### src/rtl/conv_pkg.sv
// conv_pkg: shared sizes, FSM state type and window/tap to pixel index mapping.
package conv_pkg;
  localparam int DW_DEF = 8;
  localparam int IMG_DEF = 4;
  localparam int K_DEF = 3;
  localparam int OUT_DEF = IMG_DEF - K_DEF + 1;
  localparam int NPIX_DEF = IMG_DEF * IMG_DEF;
  localparam int NTAP_DEF = K_DEF * K_DEF;
  localparam int ACC_W = 20;
  typedef enum logic [1:0] {IDLE, STREAM, FIN} state_t;
  function automatic int pix_index(input int img, input int k, input int win, input int tap);
    int out = img - k + 1;
    return (win / out + tap / k) * img + win % out + tap % k;
  endfunction
endpackage

### src/rtl/conv_tap_counter.sv
// conv_tap_counter: nested tap/window counter with look-ahead next values and flags.
module conv_tap_counter #(
  parameter int NTAP = 9,
  parameter int NWIN = 4
) (
  input  logic       clk,
  input  logic       rst,
  input  logic       clr,
  input  logic       adv,
  output logic [3:0] tap,
  output logic [1:0] win,
  output logic [3:0] tap_nxt,
  output logic [1:0] win_nxt,
  output logic       first_nxt,
  output logic       last_nxt,
  output logic       wrap
);
  logic last;
  assign last = tap == 4'(NTAP - 1);
  assign wrap = last && win == 2'(NWIN - 1);
  assign tap_nxt = clr ? '0 : adv ? (last ? '0 : tap + 4'd1) : tap;
  assign win_nxt = clr ? '0 : (adv && last) ? win + 2'd1 : win;
  assign first_nxt = tap_nxt == '0;
  assign last_nxt = tap_nxt == 4'(NTAP - 1);
  always_ff @(posedge clk or posedge rst) begin
    if (rst) begin
      tap <= '0;
      win <= '0;
    end else begin
      tap <= tap_nxt;
      win <= win_nxt;
    end
  end
endmodule

### src/rtl/conv_window_reader.sv
// conv_window_reader: snapshots image/filter banks on start and streams (pixel, weight) pairs per window.
// Optional per-window accumulator enabled by CONV_WINDOW_READER_ACC_EN.
module conv_window_reader
  import conv_pkg::*;
#(
  parameter int DW = DW_DEF,
  parameter int IMG = IMG_DEF,
  parameter int K = K_DEF
) (
  input  logic                  clk,
  input  logic                  rst,
  input  logic [IMG*IMG*DW-1:0] in_flat,
  input  logic [K*K*DW-1:0]     flt_flat,
  input  logic                  start,
  output logic                  busy,
  output logic                  done,
  output logic                  out_valid,
  input  logic                  out_ready,
  output logic [DW-1:0]         pix_data,
  output logic [DW-1:0]         wgt_data,
  output logic [3:0]            tap_idx,
  output logic [1:0]            win_idx,
  output logic                  first,
  output logic                  last
`ifdef CONV_WINDOW_READER_ACC_EN
  ,
  output logic [ACC_W-1:0]      acc_out,
  output logic                  acc_valid,
  output logic [1:0]            acc_win
`endif
);
  localparam int OUT = IMG - K + 1;
  localparam int NPIX = IMG * IMG;
  localparam int NTAP = K * K;
  state_t state;
  logic [NPIX*DW-1:0] img_snap, img_src;
  logic [NTAP*DW-1:0] flt_snap, flt_src;
  logic [3:0] tap_nxt;
  logic [1:0] win_nxt;
  logic first_nxt, last_nxt, wrap, take, xfer, load;
  logic [DW-1:0] pix_nxt, wgt_nxt;
  assign take = state == IDLE && start;
  assign xfer = out_valid && out_ready;
  assign load = take || (xfer && !wrap);
  // On start the bank is read directly so the first pair is ready one cycle later
  assign img_src = take ? in_flat : img_snap;
  assign flt_src = take ? flt_flat : flt_snap;
  assign pix_nxt = img_src[DW*pix_index(IMG, K, int'(win_nxt), int'(tap_nxt)) +: DW];
  assign wgt_nxt = flt_src[DW*int'(tap_nxt) +: DW];
  conv_tap_counter #(.NTAP(NTAP), .NWIN(OUT*OUT)) u_cnt (
    .clk(clk), .rst(rst), .clr(take), .adv(xfer),
    .tap(tap_idx), .win(win_idx), .tap_nxt(tap_nxt), .win_nxt(win_nxt),
    .first_nxt(first_nxt), .last_nxt(last_nxt), .wrap(wrap)
  );
  always_ff @(posedge clk or posedge rst) begin
    if (rst) begin
      state <= IDLE;
      busy <= 1'b0;
      done <= 1'b0;
      out_valid <= 1'b0;
      first <= 1'b0;
      last <= 1'b0;
      pix_data <= '0;
      wgt_data <= '0;
      img_snap <= '0;
      flt_snap <= '0;
    end else begin
      if (load) begin
        pix_data <= pix_nxt;
        wgt_data <= wgt_nxt;
        first <= first_nxt;
        last <= last_nxt;
      end else if (xfer) begin
        pix_data <= '0;
        wgt_data <= '0;
        first <= 1'b0;
        last <= 1'b0;
      end
      case (state)
        IDLE: if (start) begin
          img_snap <= in_flat;
          flt_snap <= flt_flat;
          state <= STREAM;
          busy <= 1'b1;
          out_valid <= 1'b1;
        end
        STREAM: if (xfer && wrap) begin
          state <= FIN;
          out_valid <= 1'b0;
          done <= 1'b1;
        end
        FIN: begin
          state <= IDLE;
          done <= 1'b0;
          busy <= 1'b0;
        end
        default: state <= IDLE;
      endcase
    end
  end
`ifdef CONV_WINDOW_READER_ACC_EN
  logic [ACC_W-1:0] acc, acc_sum;
  logic [2*DW-1:0] prod;
  assign prod = pix_data * wgt_data;
  assign acc_sum = (first ? '0 : acc) + ACC_W'(prod);
  always_ff @(posedge clk or posedge rst) begin
    if (rst) begin
      acc <= '0;
      acc_out <= '0;
      acc_valid <= 1'b0;
      acc_win <= '0;
    end else begin
      acc_valid <= xfer && last;
      if (xfer) acc <= acc_sum;
      if (xfer && last) begin
        acc_out <= acc_sum;
        acc_win <= win_idx;
      end
    end
  end
`endif
endmodule

### config.mk
export PLATFORM = sky130hd
export DESIGN_NAME = conv_window_reader
export DESIGN_NICKNAME = d
export VERILOG_FILES = /design/src/rtl/conv_pkg.sv /design/src/rtl/conv_tap_counter.sv /design/src/rtl/conv_window_reader.sv
export SDC_FILE = /design/constraint.sdc
export NUM_CORES = 1
export LEC_CHECK = 0
export BUFFER_PORTS_ARGS = -buffer_cell sky130_fd_sc_hd__buf_2
export CORE_ASPECT_RATIO = 2
export CORE_UTILIZATION = 30
export CTS_BUF_LIST = sky130_fd_sc_hd__clkbuf_4 sky130_fd_sc_hd__clkbuf_8
export CTS_CLUSTER_SIZE = 24
export DETAILED_ROUTE_END_ITERATION = 10
export PLACE_DENSITY = 0.52
export SLEW_MARGIN = 10
export SYNTH_ARGS = -nofsm -noshare
export SYNTH_HDL_FRONTEND = slang
export SYNTH_SLANG_ARGS = --single-unit
export TNS_END_PERCENT = 20
### constraint.sdc
create_clock -name clk -period 9.5 [get_ports clk]
set_clock_uncertainty 0.1 [all_clocks]
set_input_delay 0.475 -clock clk [delete_from_list [all_inputs] [get_ports clk]]
set_output_delay 0.475 -clock clk [all_outputs]
set_load 0.01 [all_outputs]
### After elaboration in Yosys (flattened, before gate mapping)

Cells that the tools add are included.

* register bits: 229
* bits of input ports: 204
* word-level logic and storage cells: 69

* add/sub/neg operators: 5
* div/mod/pow operators: 2
* eq/ne operators: 7
* shift-type cells: 2
* multiplexer cells: 22
* reduce and logical (&&, ||, !) cells: 19

Operators by type and width (count)
* $mux 128: 1
* $shiftx 128x32->8: 1
* $mux 72: 1
* $shiftx 72x8->8: 1
* $div 5x3->32 const B: 1
* $mod 5x3->32 const B: 1
* $add 29x2->29: 1
* $add 29x29->29: 1
* $add 2x27->27: 1
* $mux 8: 3
* $mux 4: 3
* $eq 4x4->1 const B: 2
* $mux 2: 4
* $reduce_and 2->1: 4
* $reduce_bool 2->1: 4
* $logic_and 1x1->1: 6
* $mux 1: 6
* $pmux 1 s2: 3
* $add 4x1->4 const B: 1
* $eq 2x2->1 const B: 2
* $logic_not 4->1: 1
* $ne 2x2->1 const B: 2
* $pmux 2 s2: 1
* $reduce_and 3->1: 1
* other kinds (5): 5

### Longest topological paths before layout

Gate-level depths: netlist of the first run.

* depth in word-level cells: 10
* mapped depth: 27
* gate-level depth less buffers: 25

### Hierarchy

From an unflattened synthesis of the first run, not the netlist that was laid out.

* cells, all modules: 1272
* area, all modules: 11427.2 um2

By module, submodules not included
* conv_window_reader: times used 1, cells an instance 1231, area an instance 11036.8 um2, seq. area each 5580.4 um2
* conv_tap_counter: times used 1, cells an instance 41, area an instance 390.4 um2, seq. area each 150.1 um2

### Worst setup path before layout of the first run

Ideal clock, no wire load.

* path kind: register to register
* start: register u_cnt.tap[0]
* end: register pix_data[1]
* setup time: 121 ps
* arrival time: 6161 ps
* path slack: 3118 ps
* cell stages (with the launch flop): 24
* buffers on the path: 3
* clock period less this slack: 6382 ps
* cells stage by stage: dfrtp_1 > inv_1 > ha_1 > nand3_1 > a21o_1 > inv_1 > clkbuf_1 > ha_1 > clkbuf_1 > a211o_1 > a41oi_1 > a22o_1 > ha_1 > nor3b_1 > a32oi_1 > nor2_1 > inv_1 > ha_1 > ha_1 > xor2_1 > clkbuf_1 > mux4_2 > mux4_2 > a22o_1

* cells in the longest elaborated chain, start to end: 10

Ends and longest elaborated chain
* from (decl): RTL line conv_tap_counter.sv:10 `output logic [3:0] tap,`
* from (signal assigned): RTL line conv_tap_counter.sv:30 `tap <= tap_nxt;`
* $add 4x1->4 or $eq 4x4->1 (tied branches): RTL line conv_tap_counter.sv:21, conv_tap_counter.sv:19
* $mux 4 (*) (3 in series): RTL line conv_tap_counter.sv:21 `assign tap_nxt = clr ? '0 : adv ? (last ? '0 : tap + 4'd1) : tap;`
* named net tap_nxt[1]: RTL line conv_window_reader.sv:38 `logic [3:0] tap_nxt;`
* $div 5x3->32: RTL line conv_pkg.sv:13 `return (win / out + tap / k) * img + win % out + tap % k;`
* $add 2x27->27: RTL line conv_pkg.sv:13
* $add 29x2->29: RTL line conv_pkg.sv:13
* $add 29x29->29 (*): RTL line conv_pkg.sv:13
* $shiftx 128x32->8 (*): RTL line conv_window_reader.sv:48 `assign pix_nxt = img_src[DW*pix_index(IMG, K, int'(win_nxt), int'(tap_nxt)) +: DW];`
* $mux 8 (*): RTL line conv_window_reader.sv:68 `if (load) begin`
* to (signal assigned): RTL line conv_window_reader.sv:69 `pix_data <= pix_nxt;`
* to (decl): RTL line conv_window_reader.sv:19 `output logic [DW-1:0] pix_data,`

The timed path passes the listed nets; every way through them passes the cells marked *.
A chain may end at the register's enable or synchronous reset.

### Worst setup path after layout of the first run

* start: register u_cnt.tap[0]
* end: register pix_data[0]

* cells in the longest elaborated chain, start to end: 10

Ends and longest elaborated chain (RTL line)
* $add 4x1->4 or $eq 4x4->1 (tied branches): conv_tap_counter.sv:21, conv_tap_counter.sv:19
* $mux 4 (3 in series): conv_tap_counter.sv:21
* $div 5x3->32: conv_pkg.sv:13
* $add 2x27->27: conv_pkg.sv:13
* $add 29x2->29: conv_pkg.sv:13
* $add 29x29->29: conv_pkg.sv:13
* $shiftx 128x32->8: conv_window_reader.sv:48
* $mux 8: conv_window_reader.sv:68

Several ways; a longest one is shown, not always the timed one.

==> results of run 1 <==
[power breakdown]
group	switching (W)	internal, W	total [W]
clock	0.000415	0.000500	0.000916
combinational	0.00142	0.00167	0.00310
sequential	0.000106	0.00135	0.00145
[cell usage in the layout, fill, tap and decap left out, drive strengths merged, types with 3 or more instances in the layout]
cell / count
a21boi: 5
a21o: 8
a21oi: 13
a22o: 9
a31oi: 4
buf: 239
clkbuf: 54
clkinv: 7
dfrtp: 229
ha: 14
inv: 14
mux2: 203
mux2i: 7
mux4: 54
nand2: 18
nand3: 8
nor2: 24
nor3: 3
o21ai: 12
o31ai: 3
o41ai: 3
xnor2: 8
xor2: 4
[metrics by stage]
step | hold WS, ps | instances | util | area (µm²)
floorplan | 368 | 709 | - | 10700
global placement | 355 | 1353 | 0.351 | 12300
detailed placement | 363 | 1353 | 0.351 | 12300
CTS | 44.0 | 1417 | 0.373 | 13100
global route | 53.0 | 1418 | 0.373 | 13100
finish | 74.8 | 1418 | 0.373 | 13100
[repair_timing]
action / 4_1_cts / 5_1_grt
endpoints found under the hold margin: 24 / 0
gates resized for setup: 0 / 0
hold buffers: 1 / 0
endpoints found under the setup margin: 0 / 0
[Yosys cell counts, types with 3 or more instances]
library cell,number,area share
nor2_1,24,0.0084
a31oi_1,4,0.0023
a22o_1,9,0.0074
buf_2,9,0.0042
inv_1,13,0.0046
ha_1,14,0.016
mux2_2,203,0.21
mux4_2,54,0.11
a21o_1,8,0.0056
nand3_1,6,0.0028
a21oi_1,12,0.0056
dfrtp_1,229,0.54
a21boi_0,5,0.0035
nand2_1,18,0.0063
mux2i_1,7,0.0066
xnor2_1,7,0.0057
o41ai_1,3,0.0025
xor2_1,4,0.0033
clkbuf_1,27,0.0095
o21ai_0,12,0.0056
[path summary, 6_finish.rpt]
| kind | from | to | slack [ps] | cells past startpoint |
|---|---|---|---|---|
| worst max-delay path | u_cnt.tap[0]$_DFF_PP0_ | pix_data[0]$_DFFE_PP0P_ | 2430 | 21 |
| worst min-delay path | in_flat[88] | img_snap[88]$_DFFE_PP0N_ | 70 | 2 |
| worst max register to register | u_cnt.tap[0]$_DFF_PP0_ | pix_data[0]$_DFFE_PP0P_ | 2430 | 21 |
| worst min register to register | last$_DFFE_PP0P_ | last$_DFFE_PP0P_ | 370 | 1 |
| max in group asynchronous | rst | flt_snap[64]$_DFFE_PP0N_ | 7220 | 4 |
| min in group asynchronous | rst | out_valid$_DFFE_PP0P_ | 520 | 3 |
[cell families after synthesis]
family	synth area share
compound gates	0.0487
simple gates	0.0305
buf+inv	0.0211
xor+xnor	0.0116
flops	0.537
fa+ha+maj	0.0164
mux	0.335
[state kept, by name, summed over array words and instances, names as in the netlist]
signal,cells
busy,1
done,1
first,1
flt_snap,72
img_snap,128
last,1
out_valid,1
pix_data,8
state,2
u_cnt.tap,4
u_cnt.win,2
wgt_data,8
[metal layers]
layer / wire length [µm] / GRT usage
met1: 9550 / 0.158
met2: 20700 / 0.400
met3: 1780 / 0.0410
met4: 1140 / 0.0780
met5: 28 / 0
[area by class of cell]
class,count,share of cell area
flip-flops and latches,229,0.438
multi-input cells,426,0.362
repair buffers,240,0.0938
clock buffers,54,0.0534
well taps,445,0.0425
clock inverters,9,0.00583
inverters,14,0.00459
diodes,1,0.000191
[critical path, stage by stage (launching register included)]
cell and delay (ps):
dfrtp_1 480, inv_1 70, ha_1 270, nand3_1 120
a21o_1 210, buf_4 210, inv_1 550, ha_1 430
a211o_1 160, a41oi_1 40, a22o_1 240, ha_1 240
nor3b_1 280, a32oi_1 170, nor2_1 340, inv_1 110
ha_1 300, ha_1 410, xor2_4 910, mux4_2 620
mux4_2 470, a22o_1 200
==> impl_metrics.toml, run 1 <==
[yosys]
syn_area_um2 = 10700
ys_types = 53
ys_warn_count = 0
ys_ff_latch = 229
synth_edf_count = 0
netlist_instances = 709
synth_ff_type = "dfrtp_1"
async_flop_share = 1.00
syn_avg_cell_area_um2 = 15.1
seq_area_frac_synth = 0.537
synth_nets = 927

[global_routing]
grt_pass1_wl_um = 48000
antenna_found_initial = 4
grt_overflow = 0
grt_max_degree = 108
track_usage = 0.188
grt_pass1_vias = 7494

[floorplan]
rows = 97
initial_core_util = 0.304
coreArea_um2 = 35100
die_area_um2 = 36400
io_pins = 231
die_y_um = 269
die_w_um = 135

[sta]
slew_violations = 0
setup_slack_ps = 2430
hold_viol = 0
period_minus_slack_ps = 7070
max_freq_ghz = 0.141
grt_setup_unrepaired = "no"
tightest_slew_ps = 1120
timing.max_slew.rel_slack = 0.251
finalSetupViolCount = 0
finalSetupTns_ps = 0
fin_crit_sh = 0.745

[drt]
drt_wl_total_um = 33200
wl_per_cell_um = 23.4
drt_iter0_drc = 306
viasPerCell = 4.83
ant_nets = 0
vias = 6846
first_pass_iters = 4
drc = 0

[cts]
cts-root-buf = "clkbuf_8"
tritoncts = "built"
clk_pin_slew_ps = 70
clkLatencyLatePin_ps = 550
clockBufferDepth = 3
cts_sinks = 229
postCtsSetupBuffers = 0
numCtsBuffers = 36
cts_htree_levels = 2

[finish]
layout.nets = 1165
drive_gt1_frac = 0.590
n_fill_cell = 3394
seq_area_um2 = 5730
syn_to_final_growth_pct = 22.7
multiInputGateArea_um2 = 4740

[power_and_ir_drop]
peakVddDrop_v = 0.000348
power_density_nw_per_um2 = 417
leakagePower_nw = 5.79
total_power_w = 0.00547

[worst_setup_path]
start_kind = "register"
required_ps = 9830
crit_type = "register to register"
critPathMaxFanout = 28
crit_path_end_kind = "register"
crit_arrival_ps = 7410

[placement]
gp_congestion = 0.841
hpwl_um = 25600
preCtsSetupSlack_ps = 2370
portBuffers = 230

[run_status]
status = "finished, final reports clean"

[flow_run]
cap_violations = 0

[hold_path]
hold_class = "input pin to register"
(Power assumes the default switching activity.)
==> run 2: changes to the inputs <==
ABC_AREA = 1   (was not set)
clock period = 6.8 ns   (was 9.5 ns; I/O delays follow)
==> run 2 against run 1 <==
Flip-flop and latch count is the same. Hold slack lost 68 ps. Largest cell class unchanged. Setup slack lost 1200 ps. Die area grew 6.4%. Highest routed layer is now met4.
==> impl_metrics.toml, run 2 <==
[cts]
clockBufferDepth = 3
numCtsBuffers = 39
clkLatencyLatePin_ps = 580
tritoncts = "built"
clk_pin_slew_ps = 60
cts-resized-gates = 0
cts_sinks = 229
cts_htree_levels = 2
cts-root-buf = "clkbuf_8"

[power_and_ir_drop]
leakagePower_nw = 7.97
intPower_w = 0.00470
seqPwrFrac = 0.192
combPwrFrac = 0.669
switchingPower_w = 0.00510
power_density_nw_per_um2 = 627
switching_share = 0.520
peakVddDrop_v = 0.00100
p_clk_frac = 0.138

[floorplan]
die_y_um = 277
initial_core_util = 0.305
die_area_um2 = 38700
coreArea_um2 = 37300
rows = 100
die_w_um = 140
io_pins = 231

[worst_setup_path]
crit_type = "register to register"
crit_path_end_kind = "register"
critPathMaxFanout = 35
crit_arrival_ps = 6010
start_kind = "register"
max_stage_delay_ps = 640
cp_slowest_cell = "inv_1"
rr_worst_depth = 30
required_ps = 7210

[placement]
portBuffers = 230
hpwl_um = 29800
placed_cells = 2034
gp_congestion = 0.847

[yosys]
seq_area_frac_synth = 0.505
synth_nets = 1620
ys_types = 42
async_flop_share = 1.00
syn_area_um2 = 11400
synth.most_common_cell = "nand2_1"
muxShareOfSynthArea = 0.0115
synth-compound-area-share = 0.130
netlist_instances = 1402
ys_ff_latch = 229
synth.area.top_cells = "dfrtp_1 (50%), nand2_1 (17%), o21ai_0 (6.5%)"
yosys.area.top_type = "dfrtp_1"
ys_warn_count = 0
ys_top_cells_by_count = "nand2_1 (506), dfrtp_1 (229), o21ai_0 (148)"
syn_avg_cell_area_um2 = 8.10
synth-simple-area-share = 0.274
synth_edf_count = 0
synth_top_family_by_area = "simple AND/OR/NAND/NOR gates"
synth_top_area_frac = 0.505
synth-adder-area-share = 0.0154
synth_ff_type = "dfrtp_1"
synth_xor_area_frac = 0.00463

[sta]
slew_violations = 0
finalSetupTns_ps = 0
timing.max_slew.rel_slack = 0.303
fin_crit_sh = 0.824
finalSetupViolCount = 0
tightest_slew_ps = 1040
grt_setup_unrepaired = "no"
max_freq_ghz = 0.178
hold_viol = 0
period_minus_slack_ps = 5600

[finish]
reg_top3 = "img_snap x128, flt_snap x72"
mostFrequentLayoutCell = "nand2_1"
final_util = 0.419
stdcell_count = 2287
syn_to_final_growth_pct = 37.7
layout.nets = 2018
drive_gt1_frac = 0.233
largest_reg_flops = 128
most-common-layout-cells = "nand2_1 (506), buf_2 (230), dfrtp_1 (229)"
regMostFlops = "img_snap"
n_fill_cell = 3810

[drt]
vias = 10800
first_pass_iters = 5
wl_per_cell_um = 18.5
drc = 0
wl_met2_um = 23400
dr_wl_met3_um = 1540
viasPerCell = 4.74
drt_wl_total_um = 42300
drt-met1-wl_um = 15000
ant_nets = 0
drt_iter0_drc = 575
dr.max_layer_used = "met4"

[run_status]
status = "finished, final reports clean"

[flow_run]
cap_violations = 0

[global_routing]
grt_pass1_vias = 11200
grt_overflow = 0
grt_max_degree = 189
antenna_found_initial = 1
grt_pass1_wl_um = 64000
track_usage = 0.219

[hold_path]
hold_class = "input pin to register"
min_path_cells = 3
## run 2: what timing repair did
item / 4_1_cts / 5_1_grt
hold endpoints to repair: 290 / 0
setup buffers: 0 / 0
hold buffers: 184 / 0
## run 2: critical path: cells and delay by family (launching register included)
family	cells	cell delay, ps
buffers and inverters	5	1470
adder cells (fa/ha/maj)	5	1250
XOR/XNOR	1	180
AO/OA/AOI/OAI	4	610
AND/OR/NAND/NOR	15	1500
flip-flops	1	410
## run 2: path summary, 6_finish.rpt
path	from	to	slack, ps
worst max-delay path	u_cnt.tap[0]$_DFF_PP0_	pix_data[1]$_DFFE_PP0P_	1200
max in group asynchronous	rst	out_valid$_DFFE_PP0P_	4770
min in group asynchronous	rst	flt_snap[38]$_DFFE_PP0N_	340
worst min-delay path	in_flat[65]	img_snap[65]$_DFFE_PP0N_	7
worst max register to register	u_cnt.tap[0]$_DFF_PP0_	pix_data[1]$_DFFE_PP0P_	1200
worst min register to register	flt_snap[41]$_DFFE_PP0N_	flt_snap[41]$_DFFE_PP0N_	370
## run 2: kinds of logic after synthesis
kind of cell	count (synthesis)
AND/OR/NAND/NOR	699
AO/OA/AOI/OAI	265
flip-flops	229
buffers and inverters	176
adder cells (fa/ha/maj)	14
multiplexers	13
XOR/XNOR	6
## run 2: cell type report
class / instances / area [µm²] / area share
antenna: 1 / 2.50 / 0.000160
timing repair buffer: 432 / 3140 / 0.201
clock buffer: 54 / 693 / 0.0443
tap: 459 / 574 / 0.0367
inverter: 101 / 389 / 0.0249
multi-input combinational: 997 / 4970 / 0.318
sequential: 229 / 5730 / 0.366
clock inverter: 14 / 138 / 0.00880
## run 2: per-stage QoR
stage | hold WS (ps) | setup WS (ps) | power, W | area (µm²)
CTS | 0.647 | 1160 | 0.00986 | 15600
global route | 2.72 | 685 | 0.0106 | 15600
floorplan | 340 | 83.8 | 0.00641 | 11400
detailed placement | 358 | 1190 | 0.00837 | 13000
finish | 7.06 | 1200 | 0.00980 | 15600
global placement | 352 | 1380 | 0.00832 | 13000
## run 2: power groups by stage
stage	clock [W]	combinational, W	sequential [W]
finish	0.00136	0.00656	0.00188
global route	0.00145	0.00722	0.00192
CTS	0.00140	0.00657	0.00188
detailed placement	0	0.00646	0.00191
global placement	0	0.00643	0.00190
floorplan	0	0.00450	0.00191
## run 2: metal layers
metal	vias up	GRT usage
li1	5317	-
met1	5100	0.217
met2	328	0.427
met3	100	0.0265
met4	0	0.127
met5	-	0
==> run 3: changes to the inputs <==
PLACE_DENSITY = 0.54   (was 0.52)
clock period = 5 ns   (was 6.8 ns; I/O delays follow)
==> run 3 against run 2 <==
Critical path depth shrank 3. Global-route usage increased by 0.42 points. Clock-buffer cell count is 2 lower. Largest power group unchanged.
==> impl_metrics.toml, run 3 (same netlist as run 2, synthesis figures left out) <==
[drt]
vias = 11000
ant_nets = 0
viasPerCell = 4.77
drc = 0
first_pass_iters = 4
drt_wl_total_um = 42700
drt_iter0_drc = 606
wl_per_cell_um = 18.5

[floorplan]
die_area_um2 = 38700
die_w_um = 140
initial_core_util = 0.305
coreArea_um2 = 37300
io_pins = 231
die_y_um = 277
rows = 100

[finish]
most-common-layout-cells = "nand2_1 (506), buf_2 (230), dfrtp_1 (229)"
largest_reg_flops = 128
regMostFlops = "img_snap"
syn_to_final_growth_pct = 39.4
mostFrequentLayoutCell = "nand2_1"
reg_top3 = "img_snap x128, flt_snap x72"
drive_gt1_frac = 0.233
stdcell_count = 2300
layout.nets = 2031
fin_area_um2 = 15800
n_fill_cell = 3699
multiInputGateArea_um2 = 4970
seq_area_um2 = 5730

[cts]
clkLatencyLatePin_ps = 580
tritoncts = "built"
numCtsBuffers = 37
cts_sinks = 229
cts_htree_levels = 2
cts-root-buf = "clkbuf_8"
clk_pin_slew_ps = 70
clockBufferDepth = 3

[sta]
timing.max_slew.rel_slack = 0.299
fin_crit_sh = 0.935
finalSetupViolCount = 0
slew_violations = 0
max_freq_ghz = 0.214
hold_viol = 0
period_minus_slack_ps = 4670
grt_setup_unrepaired = "yes"
tightest_slew_ps = 1050
setup_slack_ps = 326

[global_routing]
grt_max_degree = 189
grt_overflow = 0
track_usage = 0.223
grt_pass1_wl_um = 64900
grt_pass1_vias = 11600
antenna_found_initial = 1

[power_and_ir_drop]
power_density_nw_per_um2 = 855
intPower_w = 0.00663
switchingPower_w = 0.00691
peakVddDrop_v = 0.000821
combPwrFrac = 0.673
seqPwrFrac = 0.190
leakagePower_nw = 8.04
switching_share = 0.510
p_clk_frac = 0.137

[worst_setup_path]
crit_top_cell = "ha_1"
path_buf_inv = 4
crit_arrival_ps = 5070
crit_type = "register to register"
critPathMaxFanout = 8
crit_family = "simple AND/OR/NAND/NOR gates"
cp_slowest_cell = "dfrtp_1"
required_ps = 5400
crit_path_end_kind = "register"
start_kind = "register"
max_stage_delay_ps = 410

[placement]
portBuffers = 230
placed_cells = 2037
gp_congestion = 0.881
hpwl_um = 29900
preCtsSetupSlack_ps = 314
dpl_cell_area_um2 = 13000

[hold_path]
hold_class = "input pin to register"

[flow_run]
cap_violations = 0

[run_status]
status = "finished, final reports clean"
[run 3: cell types whose count changed in the layout (fill, tap and decap cells not counted), moves of 2 or more]
| cell | change |
|---|---|
| dlygate4sd3_1 | +12 |
| buf_12 | +4 |
| clkbuf_4 | -5 |
| clkbuf_8 | +3 |
| inv_8 | -2 |
| buf_4 | -2 |
[run 3: power groups by stage]
stage | registers [W] | logic, W | clock network [W]
after global routing | 0.00262 | 0.0101 | 0.00198
after detailed placement | 0.00261 | 0.00900 | 0
final | 0.00257 | 0.00912 | 0.00185
after floorplan | 0.00259 | 0.00612 | 0
after global placement | 0.00260 | 0.00894 | 0
after CTS | 0.00257 | 0.00916 | 0.00191
[run 3: final cells by class]
type                            instances  area share
Tap cell                              459      0.0363
Sequential cell                       229       0.362
Clock inverter                         14     0.00861
Timing Repair Buffer                  447       0.211
Clock buffer                           52      0.0440
Antenna cell                            1    0.000158
Multi-Input combinational cell        997       0.314
Inverter                              101      0.0245
[run 3: worst paths after layout]
kind / from / end / slack (ps) / cells past startpoint
hold reg to reg: flt_snap[55]$_DFFE_PP0N_ / flt_snap[55]$_DFFE_PP0N_ / 370 / 2
setup reg to reg: u_cnt.tap[0]$_DFF_PP0_ / pix_data[6]$_DFFE_PP0P_ / 330 / 27
max in group asynchronous: rst / flt_snap[36]$_DFFE_PP0N_ / 3330 / 4
min in group asynchronous: rst / flt_snap[37]$_DFFE_PP0N_ / 220 / 3
setup / recovery: u_cnt.tap[0]$_DFF_PP0_ / pix_data[6]$_DFFE_PP0P_ / 330 / 27
hold / removal: in_flat[60] / img_snap[60]$_DFFE_PP0N_ / 20 / 3
[run 3: tightest hold or removal path: stages]
cell and delay [ps]:
buf_2 70, o21ai_0 210, inv_1 110
[run 3: repair_timing]
action | in CTS | in global routing
resized for setup | 0 | 4
hold buffers | 196 | 0
hold endpoints to repair | 221 | 0
setup endpoints to repair | 0 | 3
setup buffers | 0 | 0
[run 3: metal layers]
layer  GRT usage  part of all wire  up-vias
met4       0.146             0.068        0
li1            -                 -     5348
met2       0.433              0.55      329
met3      0.0263             0.035      117
met1       0.218              0.35     5179
met5           0                 0        -
[run 3: metrics by stage]
step / hold WS [ps] / TNS [ps] / utilization / total power, W
after detailed placement: 273 / 0 / 0.350 / 0.0116
after CTS: 23.0 / 0 / 0.424 / 0.0136
after global routing: 14.2 / -7.61 / 0.425 / 0.0147
final: 23.0 / 0 / 0.425 / 0.0135
after floorplan: 275 / 0 / - / 0.00872
after global placement: 268 / 0 / 0.350 / 0.0115
